===== src/rtl/serial_subtractor.sv =====
// rtl/serial_subtractor.sv - bit-serial A - B - Bin subtractor with start/busy/done handshake
//
// Computes {Bout, Diff} = {1'b0, A} - {1'b0, B} - Bin, one bit per clock,
// LSB first, through a single borrow-ripple cell and a registered borrow.
// An accepted start costs DATA_WIDTH edges of RUN followed by one DONE cycle.
//
// Ports:
//   clk   - rising-edge clock
//   rst   - asynchronous active-high reset
//   start - request, accepted whenever busy=0 (IDLE or DONE)
//   A     - minuend, captured on an accepted start
//   B     - subtrahend, captured on an accepted start
//   Bin   - borrow-in, captured on an accepted start
//   busy  - high while a subtraction is in progress
//   done  - one-cycle pulse; Diff and Bout valid
//   Diff  - A - B - Bin modulo 2^DATA_WIDTH, updated only on completion
//   Bout  - borrow-out, 1 when A < B + Bin

module serial_subtractor #(
    parameter int DATA_WIDTH = 4
) (
    input  logic                  clk,
    input  logic                  rst,
    input  logic                  start,
    input  logic [DATA_WIDTH-1:0] A,
    input  logic [DATA_WIDTH-1:0] B,
    input  logic                  Bin,
    output logic                  busy,
    output logic                  done,
    output logic [DATA_WIDTH-1:0] Diff,
    output logic                  Bout
);

    // A one-bit counter is kept even for DATA_WIDTH=1 so every vector is legal.
    localparam int CNT_W = (DATA_WIDTH > 1) ? $clog2(DATA_WIDTH) : 1;
    localparam logic [CNT_W-1:0] LAST_BIT = CNT_W'(DATA_WIDTH - 1);

    typedef enum logic [1:0] {
        S_IDLE = 2'd0,
        S_RUN  = 2'd1,
        S_DONE = 2'd2
    } state_t;

    state_t                r_state;
    logic [DATA_WIDTH-1:0] r_a;
    logic [DATA_WIDTH-1:0] r_b;
    logic                  r_borrow;
    logic [CNT_W-1:0]      r_cnt;
    logic [DATA_WIDTH-1:0] r_res;
    logic                  r_busy;
    logic                  r_done;
    logic [DATA_WIDTH-1:0] r_diff;
    logic                  r_bout;

    logic                  w_a;
    logic                  w_b;
    logic                  w_d;
    logic                  w_br_next;
    logic [DATA_WIDTH-1:0] w_res_next;

    // Single borrow-ripple cell operating on bit r_cnt.
    always_comb begin
        w_a        = r_a[r_cnt];
        w_b        = r_b[r_cnt];
        w_d        = w_a ^ w_b ^ r_borrow;
        w_br_next  = (~w_a & w_b) | (~(w_a ^ w_b) & r_borrow);
        w_res_next = r_res;
        // The completion edge loads the merged vector straight into r_diff,
        // so the partial result in r_res never reaches the Diff port.
        w_res_next[r_cnt] = w_d;
    end

    always_ff @(posedge clk or posedge rst) begin
        if (rst) begin
            r_state  <= S_IDLE;
            r_a      <= '0;
            r_b      <= '0;
            r_borrow <= 1'b0;
            r_cnt    <= '0;
            r_res    <= '0;
            r_busy   <= 1'b0;
            r_done   <= 1'b0;
            r_diff   <= '0;
            r_bout   <= 1'b0;
        end else begin
            case (r_state)
                // DONE accepts a new start exactly like IDLE, giving
                // back-to-back operation at DATA_WIDTH+1 cycles per result.
                S_IDLE, S_DONE: begin
                    r_done <= 1'b0;
                    if (start) begin
                        r_a      <= A;
                        r_b      <= B;
                        r_borrow <= Bin;
                        r_cnt    <= '0;
                        r_res    <= '0;
                        r_busy   <= 1'b1;
                        r_state  <= S_RUN;
                    end else begin
                        r_state  <= S_IDLE;
                    end
                end

                // start, A, B and Bin are deliberately not looked at here.
                S_RUN: begin
                    r_res    <= w_res_next;
                    r_borrow <= w_br_next;
                    if (r_cnt == LAST_BIT) begin
                        r_diff  <= w_res_next;
                        r_bout  <= w_br_next;
                        r_cnt   <= '0;
                        r_busy  <= 1'b0;
                        r_done  <= 1'b1;
                        r_state <= S_DONE;
                    end else begin
                        r_cnt   <= r_cnt + CNT_W'(1);
                    end
                end

                default: begin
                    r_busy  <= 1'b0;
                    r_done  <= 1'b0;
                    r_state <= S_IDLE;
                end
            endcase
        end
    end

    assign busy = r_busy;
    assign done = r_done;
    assign Diff = r_diff;
    assign Bout = r_bout;

endmodule

===== config.mk =====
export PLATFORM = sky130hd
export DESIGN_NAME = serial_subtractor
export DESIGN_NICKNAME = d
export VERILOG_FILES = /design/src/rtl/serial_subtractor.sv
export SDC_FILE = /design/constraint.sdc
export NUM_CORES = 1
export LEC_CHECK = 0
export CORE_MARGIN = 3
export CORE_UTILIZATION = 55
export CTS_CLUSTER_SIZE = 20
export DETAILED_ROUTE_END_ITERATION = 8
export PLACE_DENSITY = 0.82
export RECOVER_POWER = 50
export SLEW_MARGIN = 20
export SYNTH_ARGS = -nofsm -noshare
export SYNTH_HDL_FRONTEND = slang
export SYNTH_SLANG_ARGS = --single-unit

===== constraint.sdc =====
create_clock -name clk -period 3.34 [get_ports clk]
set_input_delay 1.002 -clock clk [delete_from_list [all_inputs] [get_ports clk]]
set_output_delay 1.002 -clock clk [all_outputs]
set_load 0.01 [all_outputs]

# ---- After elaboration in Yosys (flattened, before gate mapping)
# Index checks and enable logic that the tools add are counted.
dict set report classes {
  addsub 1
  magnitude_cmp 2
  eq_ne 5
  n_mux 22
  bitwise 7
  reduce_logical 8
}
# op count
set op_table {}
lappend op_table {{$mux 1} 9}
lappend op_table {{$pmux 2 s2} 2}
lappend op_table {{$pmux 4 s2} 1}
lappend op_table {{$reduce_and 2->1} 4}
lappend op_table {{$mux 2} 3}
lappend op_table {{$bmux 1 s2} 2}
lappend op_table {{$bwmux 4} 1}
lappend op_table {{$eq 2x2->1 const B} 2}
lappend op_table {{$mux 4} 1}
lappend op_table {{$ne 2x2->1 const B} 2}
lappend op_table {{$pmux 1 s2} 2}
lappend op_table {{$lt 2x3->1 const B} 1}
lappend op_table {{$add 2x1->2 const B} 1}
lappend op_table {{$and 1x1->1} 2}
lappend op_table {{$demux 1 s2} 1}
lappend op_table {{$eq 2x1->1 const B} 1}
lappend op_table {{$ge 2x1->1 const B} 1}
lappend op_table {{$logic_not 2->1} 1}
lappend op_table {{$not 1->1} 2}
lappend op_table {{$reduce_bool 2->1} 1}
lappend op_table {{$reduce_or 2->1} 1}
lappend op_table {{$xor 1x1->1} 2}
lappend op_table {{$logic_and 1x1->1} 1}
lappend op_table {{$or 1x1->1} 1}
dict set report totals {
  register_bits 24
  in_bits 12
  output_inout_bits 7
  elab_cells 55
}

# ---- Longest topological paths before layout
dict set report logic_depth {
  depth_word 7
  depth_mapped 5
  mapped_depth_nobuf 5
}

# ---- Least setup slack after synthesis
# OpenSTA, ideal clock, no wires.
dict set report synth_path {
  path_type {flip-flop to flip-flop}
  start {register r_cnt[0]}
  end {register r_res[1]}
  setup_ns 0.087
  arrival_ns 1.855
  path_slack_ns 1.398
  stages_incl_launch_ff 5
  path_buffers 0
  path_cell_list {dfrtp_1 > mux4_1 > fa_1 > nand2_1 > o211ai_1}
}
dict set report synth_via {
  elab_chain_len 6
}
# element line
set synth_rtl {}
lappend synth_rtl {{start, declared} 48} ;# logic [CNT_W-1:0] r_cnt;
lappend synth_rtl {{start signal, assigned} 116} ;# r_cnt <= r_cnt + CNT_W'(1);
lappend synth_rtl {{$lt 2x3->1 (implied by the code) (tied with other cells)} 70} ;# w_res_next[r_cnt] = w_d;
lappend synth_rtl {{$logic_and 1x1->1 (implied by the code) (tied with other cells)} 70}
lappend synth_rtl {{$mux 1 (implied by the code) / $xor 1x1->1 (equally long branches)} {70, 65}}
lappend synth_rtl {{$demux 1 s2 / $xor 1x1->1 (equally long branches)} {70, 65}}
lappend synth_rtl {{$bwmux 4 *} 70}
lappend synth_rtl {{$pmux 4 s2 *} 86} ;# case (r_state)
lappend synth_rtl {{end signal, assigned} 106} ;# r_res <= w_res_next;
lappend synth_rtl {{end, declared} 49} ;# logic [DATA_WIDTH-1:0] r_res;
# Mark *: on every way between the ends. The rest lies on a longest branch, timed or not. The select of a mux whose other input is x is not followed.
# A chain may end at the register's enable or synchronous reset.

==> flow_summary.toml <==
[global_route]
grt.total_usage_pct = 18.0
grt_max_degree = 23
grt_pass1_vias = 762
grt_pass1_wl_um = 3530
overflow = 0
antenna_found_initial = 0

[floorplan]
ios = 19
core_um2 = 1820
rows = 15
die_y_um = 51.0
start_util_pct = 61.2
die_w_um = 51.0
die_area_um2 = 2600

[worst_setup_path]
critPathKind = "flip-flop to output port"
crit_cells = 1
crit_path_start = "r_state[1]"
cp_max_fo = 9
timing.rr.start = "r_cnt[0]"
cp_top_family = "buffers and inverters"
crit_required_ns = 2.34
rrSetupSlack_ns = 1.20
cp_slowest_cell = "clkdlybuf4s50_1"
crit_path_start_kind = "flip-flop"
worstRegToRegCells = 4
arrival_ns = 1.44
r2r-end = "r_res[2]"
crit_end = "done"
cp_cell_sequence = "clkdlybuf4s50_1"
cpPeakStageDelay_ns = 0.60
endpoint_kind = "output port"
crit_buf_inv = 1

[timing]
tightest_slew_ns = 0.818
clock-skew-final_ns = 0.00296
rsz0062_at_grt = "false"
finalHoldViolCount = 0
fmax_mhz = 410
fin_crit_ns = 2.44
maxSlewHeadroom_pct = 45.4
finalCritPeriodShare_pct = 73.0
slew_viol_final = 0
setup-tns-final_ns = 0
setup_violations = 0
setup_ws_ns = 0.902

[route]
viasPerCell = 5.54
vias = 742
drc_errors = 0
dr.pass1.iters = 4
avgRoutedWirePerCell_um = 14.1
routed_wl_um = 1900
drtIter0Drc = 11
postRouteAntennaNets = 0

[yosys]
synthTopCellsByCount = "22 x dfrtp_1, 12 x nand2_1, 9 x mux2_4"
synthTopCellsByArea = "dfrtp_1 49%, mux2_4 12%, mux4_1 4.7%, ha_1 4.5%, nand2_1 4.0%"
synth_seq_area_share_pct = 49.4
synth_top_area_share_pct = 49.4
syn_area_per_cell_um2 = 12.5
synthesis.area_um2 = 1110
synth_seq_cells = 22
synth_edf_count = 0
synthFlopType = "dfrtp_1"
ys_warn_count = 0
yosysMostFrequentCell = "dfrtp_1"
synth_area_leader_cell = "dfrtp_1"
synth_nets = 106
netlist_instances = 89
yosysUniqueCellTypes = 26
async_flop_share_pct = 100

[pwr]
vdd_drop_max_v = 0.000742
leakagePower_nw = 0.625
cellPowerDensity_nw_per_um2 = 985

[clocking]
cts-root-buf = "clkbuf_4"
clk_latency_ns = 0.30
clkTransAtPathRegs_ns = 0.12
cts_max_level = 1
postCtsSetupBuffers = 0
cts.path.max_buffers = 2
cts_tree = "yes"
clock-sinks = 22
cts_buffers = 3
holdBufCountCts = 0
post_cts_resized = 0

[placement]
place.gp.congestion = 0.745
place_worst_setup_slack_ns = 0.973
numPortBuffers = 18
dp_hpwl_um = 1400

[flow_run]
drv_cap = 0

[final_layout]
antennaDiodeCount = 0
area_growth_pct = 22.2
drive_above_1_share_pct = 18.3
layout.nets = 127
finish.utilization_pct = 74.8

[run_status]
status = "finished, final reports clean"

[hold_path]
min_path_type = "flip-flop to flip-flop"
report_power, final:
part | leakage (nW) | internal [mW] | switching (mW)
logic | 0.328 | 0.365 | 0.279
registers | 0.269 | 0.386 | 0.108
clock network | 0.0279 | 0.121 | 0.0808
total | 0.625 | 0.873 | 0.468
worst min-delay path by stage:
stage,start,end,slack (ns),cells after the start
2_1_floorplan,r_a[1],r_a[1],0.47,1
3_3_place_gp,Diff[3],Diff[3],0.46,2
3_5_place_dp,Diff[2],Diff[2],0.47,2
4_1_cts,Diff[2],Diff[2],0.50,2
5_1_grt,Diff[2],Diff[2],0.52,2
6_report,Diff[2],Diff[2],0.50,2
cells in the final DEF, fill, tap and decap left out:
cell type / count
a211oi_1: 1
a21o_2: 1
a21oi_1: 1
a22o_1: 2
buf_4: 1
bufinv_16: 1
clkbuf_4: 3
clkdlybuf4s50_1: 16
dfrtp_1: 22
dlygate4sd3_1: 2
fa_1: 1
ha_1: 4
inv_1: 5
inv_2: 1
mux2_1: 2
mux2_4: 9
mux2i_1: 3
mux4_1: 2
nand2_1: 12
nand2b_2: 3
nand3_1: 3
nand3b_1: 1
nor2_1: 2
nor2_2: 1
nor2b_1: 2
o211ai_1: 3
o21ai_0: 1
o21ai_1: 4
cell families after synthesis:
group                      after synthesis  share of synthesized area, %
buffers and inverters                    9                          4.16
AOI/OAI and AO/OA                       13                          7.75
muxes                                   16                          21.6
and+or+nand+nor                         24                          10.8
DFF                                     22                          49.4
adders and majority gates                5                          6.29
area by class of cell:
| class | count | area, um2 |
|---|---|---|
| tap | 25 | 31.3 |
| sequential | 22 | 551 |
| clock buffer | 3 | 22.5 |
| inverter | 6 | 22.5 |
| fill | 131 | 459 |
| clock inverter | 1 | 30.0 |
| timing repair buffer | 19 | 188 |
| multi-input combinational | 58 | 517 |
sequential cells by signal, summed over array words and instances (netlist names):
signal / cells
r_a: 4
Bout: 1
r_state: 2
Diff: 4
busy: 1
r_res: 3
r_borrow: 1
r_cnt: 2
r_b: 4
per-stage QoR:
step / total power [mW] / hold slack [ns] / cell area [um2] / std cells
6_report: 1.34 / 0.496 / 1360 / 134
3_5_place_dp: 1.14 / 0.475 / 1310 / 130
4_1_cts: 1.35 / 0.504 / 1360 / 134
3_3_place_gp: 1.11 / 0.459 / 1310 / 130
2_1_floorplan: 0.963 / 0.473 / 1110 / 89
5_1_grt: 1.45 / 0.524 / 1360 / 134
routing by layer:
layer | track usage [%] | share of wire (%) | routed length (um) | vias up
li1 | - | - | - | 349
met1 | 23.9 | 46 | 873 | 371
met2 | 30.0 | 49 | 922 | 20
met3 | 3.79 | 4.4 | 84 | 2
met4 | 4.04 | 0.79 | 15 | 0
met5 | 0 | 0 | 0 | -
Power figures use the tool's default switching activity.
